### config.mk
export PLATFORM = sky130hd
export DESIGN_NAME = fifo_memoria_umbrales_flat
export DESIGN_NICKNAME = d
export VERILOG_FILES = /design/src/rtl/fifo_memoria_umbrales_if.sv /design/src/rtl/fifo_memoria_umbrales.sv /design/src/flat_wrapper.sv
export SDC_FILE = /design/constraint.sdc
export NUM_CORES = 1
export LEC_CHECK = 0
export BUFFER_PORTS_ARGS = -buffer_cell sky130_fd_sc_hd__clkbuf_2
export CAP_MARGIN = 20
export CORE_UTILIZATION = 40
export DETAILED_ROUTE_END_ITERATION = 6
export MAX_ROUTING_LAYER = met4
export PLACE_DENSITY = 0.6
export SYNTH_ARGS = -nofsm -noshare
export SYNTH_HDL_FRONTEND = slang
export SYNTH_SLANG_ARGS = --single-unit
### constraint.sdc
create_clock -name clk -period 4.2 [get_ports clk]
set_input_delay 0.84 -clock clk [delete_from_list [all_inputs] [get_ports clk]]
set_output_delay 0.84 -clock clk [all_outputs]
set_load 0.01 [all_outputs]
### src/rtl/fifo_memoria_umbrales_if.sv
// Handshake/data bundle between a producer/consumer pair and the thresholded FIFO.
// The master modport is the user side; the slave modport is the FIFO itself.
interface fifo_memoria_umbrales_if #(
    parameter int DATA_WIDTH = 8,
    parameter int ADDR_WIDTH = 3
);
    logic                  write_enable;
    logic                  read_enable;
    logic [DATA_WIDTH-1:0] FIFO_data_in;
    logic [ADDR_WIDTH:0]   umbral_alto;
    logic [ADDR_WIDTH:0]   umbral_bajo;
    logic [DATA_WIDTH-1:0] FIFO_data_out;
    logic                  valid_out;
    logic                  fifo_full;
    logic                  fifo_empty;
    logic                  almost_full;
    logic                  almost_empty;
    logic [ADDR_WIDTH:0]   fifo_count;
    logic                  error_overflow;
    logic                  error_underflow;

    modport master (
        output write_enable, read_enable, FIFO_data_in, umbral_alto, umbral_bajo,
        input  FIFO_data_out, valid_out, fifo_full, fifo_empty, almost_full,
               almost_empty, fifo_count, error_overflow, error_underflow
    );

    modport slave (
        input  write_enable, read_enable, FIFO_data_in, umbral_alto, umbral_bajo,
        output FIFO_data_out, valid_out, fifo_full, fifo_empty, almost_full,
               almost_empty, fifo_count, error_overflow, error_underflow
    );
endinterface

### src/rtl/fifo_memoria_umbrales.sv
// Synchronous FIFO with internally owned pointers, occupancy counter,
// programmable almost-full/almost-empty thresholds and sticky error flags.
// Full/empty come from the occupancy counter, never from pointer equality,
// so the pointers can wrap freely at 2**ADDR_WIDTH.
module fifo_memoria_umbrales #(
    parameter int DATA_WIDTH = 8,
    parameter int ADDR_WIDTH = 3
) (
    input  logic                     clk,
    input  logic                     reset_L,
    fifo_memoria_umbrales_if.slave   bus
);
    localparam int                  DEPTH     = 2 ** ADDR_WIDTH;
    localparam logic [ADDR_WIDTH:0] DEPTH_C   = (ADDR_WIDTH + 1)'(DEPTH);
    localparam logic [ADDR_WIDTH:0] COUNT_0   = {(ADDR_WIDTH + 1){1'b0}};
    localparam logic [ADDR_WIDTH:0] COUNT_1   = {{ADDR_WIDTH{1'b0}}, 1'b1};
    localparam logic [ADDR_WIDTH-1:0] PTR_0   = {ADDR_WIDTH{1'b0}};
    localparam logic [ADDR_WIDTH-1:0] PTR_1   = {{(ADDR_WIDTH - 1){1'b0}}, 1'b1};
    localparam logic [DATA_WIDTH-1:0] DATA_0  = {DATA_WIDTH{1'b0}};

    logic [DATA_WIDTH-1:0] mem_r [DEPTH];
    logic [ADDR_WIDTH-1:0] wr_ptr_r;
    logic [ADDR_WIDTH-1:0] rd_ptr_r;
    logic [ADDR_WIDTH:0]   count_r;
    logic [ADDR_WIDTH:0]   count_next_s;
    logic [DATA_WIDTH-1:0] data_out_r;
    logic                  valid_r;
    logic                  err_ovf_r;
    logic                  err_unf_r;
    logic                  full_s;
    logic                  empty_s;
    logic                  rd_ok_s;
    logic                  wr_ok_s;

    // Status flags and accept decisions, all derived from the registered count.
    always_comb begin
        full_s  = (count_r == DEPTH_C);
        empty_s = (count_r == COUNT_0);
        // A read into an empty FIFO is rejected even when a write lands in the same cycle.
        rd_ok_s = bus.read_enable && !empty_s;
        // When full, a write is still accepted if a read frees a slot on the same edge.
        wr_ok_s = bus.write_enable && (!full_s || rd_ok_s);
    end

    // Occupancy update: simultaneous accepted read and write leave the count unchanged.
    always_comb begin
        count_next_s = count_r;
        case ({wr_ok_s, rd_ok_s})
            2'b10:   count_next_s = count_r + COUNT_1;
            2'b01:   count_next_s = count_r - COUNT_1;
            default: count_next_s = count_r;
        endcase
    end

    // Storage array: written on accepted writes only, contents survive reset.
    always_ff @(posedge clk) begin
        if (wr_ok_s) begin
            mem_r[wr_ptr_r] <= bus.FIFO_data_in;
        end
    end

    // Pointers, counter, registered read port and sticky error flags.
    always_ff @(posedge clk or negedge reset_L) begin
        if (!reset_L) begin
            wr_ptr_r   <= PTR_0;
            rd_ptr_r   <= PTR_0;
            count_r    <= COUNT_0;
            data_out_r <= DATA_0;
            valid_r    <= 1'b0;
            err_ovf_r  <= 1'b0;
            err_unf_r  <= 1'b0;
        end else begin
            count_r <= count_next_s;
            valid_r <= rd_ok_s;
            if (wr_ok_s) begin
                wr_ptr_r <= wr_ptr_r + PTR_1;
            end
            if (rd_ok_s) begin
                rd_ptr_r   <= rd_ptr_r + PTR_1;
                data_out_r <= mem_r[rd_ptr_r];
            end
            // Dropped write: full and no read making room on this edge.
            if (bus.write_enable && full_s && !rd_ok_s) begin
                err_ovf_r <= 1'b1;
            end
            if (bus.read_enable && empty_s) begin
                err_unf_r <= 1'b1;
            end
        end
    end

    assign bus.FIFO_data_out   = data_out_r;
    assign bus.valid_out       = valid_r;
    assign bus.fifo_full       = full_s;
    assign bus.fifo_empty      = empty_s;
    // Thresholds are live inputs; these flags follow them in the same cycle.
    assign bus.almost_full     = (count_r >= bus.umbral_alto);
    assign bus.almost_empty    = (count_r <= bus.umbral_bajo);
    assign bus.fifo_count      = count_r;
    assign bus.error_overflow  = err_ovf_r;
    assign bus.error_underflow = err_unf_r;
endmodule

### src/flat_wrapper.sv
// flat-port wrapper written by rule: the top's interface ports become plain ports
module fifo_memoria_umbrales_flat 
#(
    parameter int DATA_WIDTH = 8,
    parameter int ADDR_WIDTH = 3
)
  (clk, reset_L, bus_write_enable, bus_read_enable, bus_FIFO_data_in, bus_umbral_alto, bus_umbral_bajo, bus_FIFO_data_out, bus_valid_out, bus_fifo_full, bus_fifo_empty, bus_almost_full, bus_almost_empty, bus_fifo_count, bus_error_overflow, bus_error_underflow);
  fifo_memoria_umbrales_if #(.DATA_WIDTH(DATA_WIDTH), .ADDR_WIDTH(ADDR_WIDTH)) bus_i ();
  input  logic clk;
  input  logic reset_L;
  input wire logic [$bits(bus_i.write_enable)-1:0] bus_write_enable;
  input wire logic [$bits(bus_i.read_enable)-1:0] bus_read_enable;
  input wire logic [$bits(bus_i.FIFO_data_in)-1:0] bus_FIFO_data_in;
  input wire logic [$bits(bus_i.umbral_alto)-1:0] bus_umbral_alto;
  input wire logic [$bits(bus_i.umbral_bajo)-1:0] bus_umbral_bajo;
  output wire logic [$bits(bus_i.FIFO_data_out)-1:0] bus_FIFO_data_out;
  output wire logic [$bits(bus_i.valid_out)-1:0] bus_valid_out;
  output wire logic [$bits(bus_i.fifo_full)-1:0] bus_fifo_full;
  output wire logic [$bits(bus_i.fifo_empty)-1:0] bus_fifo_empty;
  output wire logic [$bits(bus_i.almost_full)-1:0] bus_almost_full;
  output wire logic [$bits(bus_i.almost_empty)-1:0] bus_almost_empty;
  output wire logic [$bits(bus_i.fifo_count)-1:0] bus_fifo_count;
  output wire logic [$bits(bus_i.error_overflow)-1:0] bus_error_overflow;
  output wire logic [$bits(bus_i.error_underflow)-1:0] bus_error_underflow;
  assign bus_i.write_enable = bus_write_enable;
  assign bus_i.read_enable = bus_read_enable;
  assign bus_i.FIFO_data_in = bus_FIFO_data_in;
  assign bus_i.umbral_alto = bus_umbral_alto;
  assign bus_i.umbral_bajo = bus_umbral_bajo;
  assign bus_FIFO_data_out = bus_i.FIFO_data_out;
  assign bus_valid_out = bus_i.valid_out;
  assign bus_fifo_full = bus_i.fifo_full;
  assign bus_fifo_empty = bus_i.fifo_empty;
  assign bus_almost_full = bus_i.almost_full;
  assign bus_almost_empty = bus_i.almost_empty;
  assign bus_fifo_count = bus_i.fifo_count;
  assign bus_error_overflow = bus_i.error_overflow;
  assign bus_error_underflow = bus_i.error_underflow;
  fifo_memoria_umbrales #(.DATA_WIDTH(DATA_WIDTH), .ADDR_WIDTH(ADDR_WIDTH)) u_core (.clk(clk), .reset_L(reset_L), .bus(bus_i));
endmodule
==> results.py, run 1 <==
metrics = {
    "worst_setup_path": {
        "slowest_stage": "dfrtp_1",
        "crit_chain": "inv_1 > ha_1 > nand2b_1 > a21o_1 > a21o_1 > a21o_1 > clkbuf_2",
        "rrSetupSlack_ns": 1.93,
        "crit_type": "reg -> out",
        "crit_path_max_incr_delay_ns": 0.57,
        "rr_worst_depth": 5,
        "end_kind": "primary output",
        "rr_startpoint": "u_core.rd_ptr_r[0]$_DFFE_PN0N_",
        "cp.arrival_ns": 2.16,
        "crit_fanout": 11,
        "path_buf_inv": 2,
        "cp_top_family": "flip-flops",
        "crit_top_cell": "a21o_1",
        "critical_path.reg2reg.endpoint": "u_core.bus.FIFO_data_out[6]$_DFFE_PN0N_",
        "cp-start-kind": "flop",
        "cp.required_ns": 3.36,
    },
    "sta": {
        "hold_viol_final": 0,
        "min_period_ns": 3.00,
        "rsz0062_at_grt": "false",
        "worst_slew_pin_slew_ns": 0.808,
        "fmax_mhz": 334,
        "finalSetupTns_ns": 0,
        "skew_ns": 0.00667,
        "final-setup-viol-count": 0,
        "slew_violations": 0,
        "final.period_utilization_pct": 71.3,
        "timing.slew.headroom_pct": 46.0,
    },
    "drt": {
        "firstDrtPassIters": 4,
        "wl_per_cell_microns": 15.9,
        "wl_microns": 6590,
        "ant_nets": 0,
        "viasPerCell": 5.27,
        "vias": 2182,
        "drc": 0,
        "initialDrtViolationCount": 120,
    },
    "run_status": {
        "status": "finished, final reports clean",
    },
    "clock_network": {
        "htreeDepth": 3,
        "cts_root_buf": "clkbuf_8",
        "cts_setup_buffers": 0,
        "cts_resized": 0,
        "cts_sinks": 85,
        "cts_hold_buf": 0,
        "clk_pin_slew_ns": 0.09,
        "cts_buffers": 9,
        "cts_tree": "built",
        "cts_buffer_depth": 2,
        "clk_latency_ns": 0.36,
    },
    "synthesis": {
        "synth_fa_ha_area_share_pct": 3.68,
        "yosysSeqAreaShare_pct": 65.5,
        "yosysTopAreaCellShare_pct": 51.4,
        "synth_commonest_cells": "edfxtp_1 (64), dfrtp_1 (21), nand2_1 (20)",
        "syn_area_per_cell_sq_um": 14.4,
        "synth_top_family_by_area": "multiplexers",
        "synthArstFlopShare_pct": 24.7,
        "synth_edf_count": 64,
        "yosys.area_share.simple_pct": 7.87,
        "yosysWarnings": 0,
        "ys_seq_elements": 85,
        "syn-num-nets": 290,
        "synth.most_common_cell": "edfxtp_1",
        "synthMuxAreaShare_pct": 9.37,
        "synth-main-ff-cell": "edfxtp_1",
        "yosys.area.top_type": "edfxtp_1",
        "synth_cells": 259,
        "synth-xor-area-share_pct": 0.937,
        "synth_area_sq_mm": 0.00374,
        "synth-compound-area-share_pct": 9.31,
        "yosys-top-cells-area": "edfxtp_1 (51%), dfrtp_1 (14%), mux2_2 (4.8%)",
        "yosys.cell_types.count": 39,
    },
    "die": {
        "core_area_sq_mm": 0.00889,
        "die_w_microns": 98.7,
        "start_util_pct": 42.0,
        "die_y_microns": 98.7,
        "core.rowCount": 34,
        "io_pins": 39,
        "dieArea_sq_mm": 0.00973,
    },
    "power": {
        "vdd_drop_max_mv": 0.213,
        "leakagePower_nw": 1.67,
        "p_per_area_mw_per_mm2": 638,
    },
    "global_routing": {
        "grt_pass1_vias": 2024,
        "grt_max_degree": 22,
        "antenna_found_initial": 0,
        "grt_overflow": 0,
        "track_usage_pct": 15.2,
        "grt_first_pass_wirelength_microns": 10600,
    },
    "hold_path": {
        "min_path_type": "in -> async",
    },
    "layout": {
        "nets": 332,
        "syn_to_final_growth_pct": 12.4,
        "fin_cells": 414,
        "nFillCells": 793,
        "final-seq-area_sq_mm": 0.00245,
        "fin_util_pct": 47.2,
        "diodes": 0,
        "multi_input_area_sq_mm": 0.00116,
        "drive_gt1_share_pct": 27.1,
    },
    "placed_design": {
        "portBuffers": 38,
        "globalplace.congestion": 0.702,
        "hpwl_microns": 4410,
        "dp_cells": 398,
    },
    "job": {
        "cap_viol_max_count": 0,
    },
}
[metal layers]
metal | routed length [microns] | track usage (%) | up-vias
li1 | - | - | 1072
met1 | 3240 | 20.0 | 1055
met2 | 2990 | 22.5 | 45
met3 | 272 | 4.75 | 10
met4 | 86 | 5.17 | 0
met5 | 0 | - | -
[registers in the layout, indices dropped and copies added (netlist names)]
name	count
u_core.mem_r	64
u_core.bus.FIFO_data_out	8
u_core.bus.fifo_count	4
u_core.rd_ptr_r	3
u_core.wr_ptr_r	3
u_core.bus.error_overflow	1
u_core.bus.error_underflow	1
u_core.bus.valid_out	1
[through the flow]
| step | total power [mW] | cell area [sq um] | hold slack (ns) | setup WS (ns) |
|---|---|---|---|---|
| after detailed placement | 2.18 | 4020 | 0.443 | 1.38 |
| final | 2.68 | 4200 | 0.444 | 1.20 |
| after global routing | 2.87 | 4200 | 0.484 | 1.06 |
| after global placement | 2.16 | 4020 | 0.440 | 1.42 |
| after CTS | 2.71 | 4200 | 0.457 | 1.17 |
| after floorplan | 1.93 | 3740 | 0.493 | 1.52 |
[worst reg2reg max path, delay by kind of cell, from the launching register on]
kind                   cells  cell delay [ns]
flip-flops                 1             0.85
AO/OA/AOI/OAI              3             0.48
buffers and inverters      1             0.44
multiplexers               1             0.38
[cell type report]
cell class                      instances  area share [%]
Tap cell                              108            3.22
Sequential cell                        85            58.3
Clock buffer                            9            2.95
Clock inverter                          7            1.43
Timing Repair Buffer                   44            5.60
Multi-Input combinational cell        152            27.7
Inverter                                9           0.804
[cells in the final DEF (no fill, tap or decap), drive strengths merged, types with 2 or more instances in the layout]
master	netlist	routed
inv	9	11
nor2b	3	3
nand2b	8	8
o21ai	13	13
nor3	6	6
o22ai	8	8
nor4	3	3
buf	12	6
clkinv	0	5
dfrtp	21	21
o21a	3	3
a221o	9	9
nor2	7	7
nand2	22	22
mux2	16	16
nand3	3	3
xnor2	4	4
a21oi	2	2
ha	11	11
a21o	7	7
o31ai	2	2
clkbuf	1	47
mux2i	17	17
nand4	2	2
edfxtp	64	64
[kinds of logic (layout without fill, tap and decap cells)]
logic type                 Yosys count  in the layout
and+or+nand+nor                     57             57
buffers and inverters               22             69
AOI/OAI and AO/OA                   47             47
xor gates and xnor gates             4              4
DFF                                 85             85
adders and majority gates           11             11
muxes                               33             33
[worst max-delay path by stage]
stage                                                     from               end  slack [ns]  cells after the start
after floorplan                             bus_umbral_bajo[1]  bus_almost_empty        1.52                      6
after global placement                      bus_umbral_bajo[1]  bus_almost_empty        1.42                      8
after detailed placement                    bus_umbral_bajo[1]  bus_almost_empty        1.38                      8
after CTS                 u_core.bus.fifo_count[0]$_DFFE_PN0P_   bus_almost_full        1.17                      7
after global routing      u_core.bus.fifo_count[0]$_DFFE_PN0P_   bus_almost_full        1.06                      7
final                     u_core.bus.fifo_count[0]$_DFFE_PN0P_   bus_almost_full        1.20                      7
[power breakdown]
part	leakage, nW	total, mW	internal [mW]	switching [mW]
registers	0.831	1.27	1.09	0.179
clock network	0.0957	0.528	0.224	0.304
logic	0.744	0.882	0.423	0.459
total	1.67	2.68	1.74	0.943
Power figures use the tool's default switching activity.
==> run 2, diff against run 1 <==
Clock period 4.2 ns to 3.1 ns, I/O delays scaled along.
==> results.py, run 2 (same netlist as run 1, synthesis figures left out) <==
metrics = {
    "placed_design": {
        "globalplace.congestion": 0.723,
        "dp_cells": 401,
        "hpwl_microns": 4530,
        "portBuffers": 38,
    },
    "global_routing": {
        "use_met2_pct": 22.9,
        "grt_first_pass_wirelength_microns": 11200,
        "track_usage_pct": 15.9,
        "busiest_layer": "met2",
        "grt_overflow": 0,
        "grt_pass1_vias": 2150,
        "antenna_found_initial": 0,
        "grtUsageMet3_pct": 2.98,
        "grt_max_degree": 22,
        "grt_util_met1_pct": 21.9,
    },
    "layout": {
        "largest_register": "u_core.mem_r",
        "diodes": 0,
        "fin_cells": 417,
        "drive_gt1_share_pct": 27.8,
        "nFillCells": 801,
        "most-common-layout-cells": "edfxtp_1 (64), clkbuf_2 (38), dfrtp_1 (21), nand2_1 (20), mux2i_1 (17)",
        "nets": 335,
        "largest_register_ffs": 64,
        "final_common_cell": "edfxtp_1",
        "syn_to_final_growth_pct": 13.6,
    },
    "die": {
        "die_y_microns": 98.7,
        "start_util_pct": 42.0,
        "die_w_microns": 98.7,
        "dieArea_sq_mm": 0.00973,
        "core.rowCount": 34,
        "io_pins": 39,
        "core_area_sq_mm": 0.00889,
    },
    "power": {
        "vdd_drop_max_mv": 0.286,
        "p_per_area_mw_per_mm2": 885,
        "leakagePower_nw": 1.69,
    },
    "sta": {
        "worst_slew_pin_slew_ns": 0.813,
        "timing.slew.headroom_pct": 45.6,
        "slew_violations": 0,
        "final-setup-viol-count": 0,
        "hold_viol_final": 0,
        "fin_hold_ws_ns": 0.228,
        "skew_ns": 0.0135,
        "final.period_utilization_pct": 89.8,
        "min_period_ns": 2.78,
        "finalSetupTns_ns": 0,
        "rsz0062_at_grt": "false",
        "fmax_mhz": 359,
    },
    "drt": {
        "firstDrtPassIters": 4,
        "wl_microns": 6890,
        "ant_nets": 0,
        "viasPerCell": 5.32,
        "drc": 0,
        "vias": 2220,
        "wl_per_cell_microns": 16.5,
        "initialDrtViolationCount": 88,
    },
    "worst_setup_path": {
        "rrSetupSlack_ns": 0.90,
        "crit_chain": "inv_1 > ha_1 > nand2b_1 > a21o_1 > a21o_1 > a21o_1 > clkbuf_2",
        "path_buf_inv": 2,
        "cp.required_ns": 2.48,
        "critical_path.reg2reg.endpoint": "u_core.mem_r[7][6]$_DFFE_PP_",
        "crit_fanout": 11,
        "crit_type": "reg -> out",
        "crit_top_cell": "a21o_1",
        "cp-start-kind": "flop",
        "cp.depth": 7,
        "end_kind": "primary output",
        "rr_worst_depth": 4,
        "cp_top_family": "flip-flops",
        "slowest_stage": "dfrtp_1",
        "crit_path_max_incr_delay_ns": 0.59,
        "cp.arrival_ns": 2.16,
        "rr_startpoint": "u_core.bus.fifo_count[1]$_DFFE_PN0P_",
    },
    "clock_network": {
        "cts_buffers": 9,
        "cts_setup_buffers": 0,
        "clk_pin_slew_ns": 0.08,
        "cts_hold_buf": 0,
        "cts_resized": 0,
        "cts_buffer_depth": 2,
        "cts_root_buf": "clkbuf_8",
        "clk_latency_ns": 0.36,
        "cts_tree": "built",
        "htreeDepth": 3,
        "cts_sinks": 85,
    },
    "run_status": {
        "status": "finished, final reports clean",
    },
    "job": {
        "cap_viol_max_count": 0,
    },
    "hold_path": {
        "min_path_type": "in -> async",
    },
}
==> run 2: final cells by class <==
cell class / count / area (sq um) / share of cell area [%]
flip-flops and latches: 85 / 2450 / 57.6
multi-input cells: 152 / 1160 / 27.4
repair buffers: 47 / 258 / 6.07
clock buffers: 10 / 138 / 3.24
well taps: 108 / 135 / 3.18
clock inverters: 6 / 68.8 / 1.62
inverters: 9 / 33.8 / 0.796
==> run 2: worst max path at each step <==
stage	to	from
2_1_floorplan	u_core.mem_r[0][0]$_DFFE_PP_	bus_write_enable
3_3_place_gp	bus_almost_full	u_core.bus.fifo_count[0]$_DFFE_PN0P_
3_5_place_dp	bus_almost_full	u_core.bus.fifo_count[0]$_DFFE_PN0P_
4_1_cts	bus_almost_full	u_core.bus.fifo_count[0]$_DFFE_PN0P_
5_1_grt	bus_almost_full	u_core.bus.fifo_count[0]$_DFFE_PN0P_
6_report	bus_almost_full	u_core.bus.fifo_count[0]$_DFFE_PN0P_
==> run 2: stage by stage <==
step                setup WS [ns]  instance area [sq um]  power, mW  util (%)
floorplan                   0.807                   3740       2.62         -
global placement            0.757                   4040       2.95      45.4
detailed placement          0.705                   4040       2.99      45.4
CTS                         0.303                   4250       3.80      47.7
global route                0.193                   4250       4.00      47.7
finish                      0.317                   4250       3.76      47.7
==> run 2: metal layers <==
layer | part of all wire, % | up-vias
met1 | 50 | 1096
met4 | 1.7 | 0
met5 | 0 | -
li1 | - | 1061
met2 | 45 | 53
met3 | 3.8 | 10
==> run 2: report_power, final <==
| group | leakage [nW] | total [mW] | switching [mW] | internal, mW |
|---|---|---|---|---|
| clock network | 0.103 | 0.806 | 0.406 | 0.400 |
| registers | 0.831 | 1.71 | 0.233 | 1.48 |
| logic | 0.759 | 1.24 | 0.649 | 0.593 |
| total | 1.69 | 3.76 | 1.29 | 2.47 |
==> run 2: worst register-to-register path: stages (launching register included) <==
cell     delay (ns)
dfrtp_1        0.67
or4b_4         0.28
o21a_4         0.15
nand2_2        0.07
nor2_1         0.65
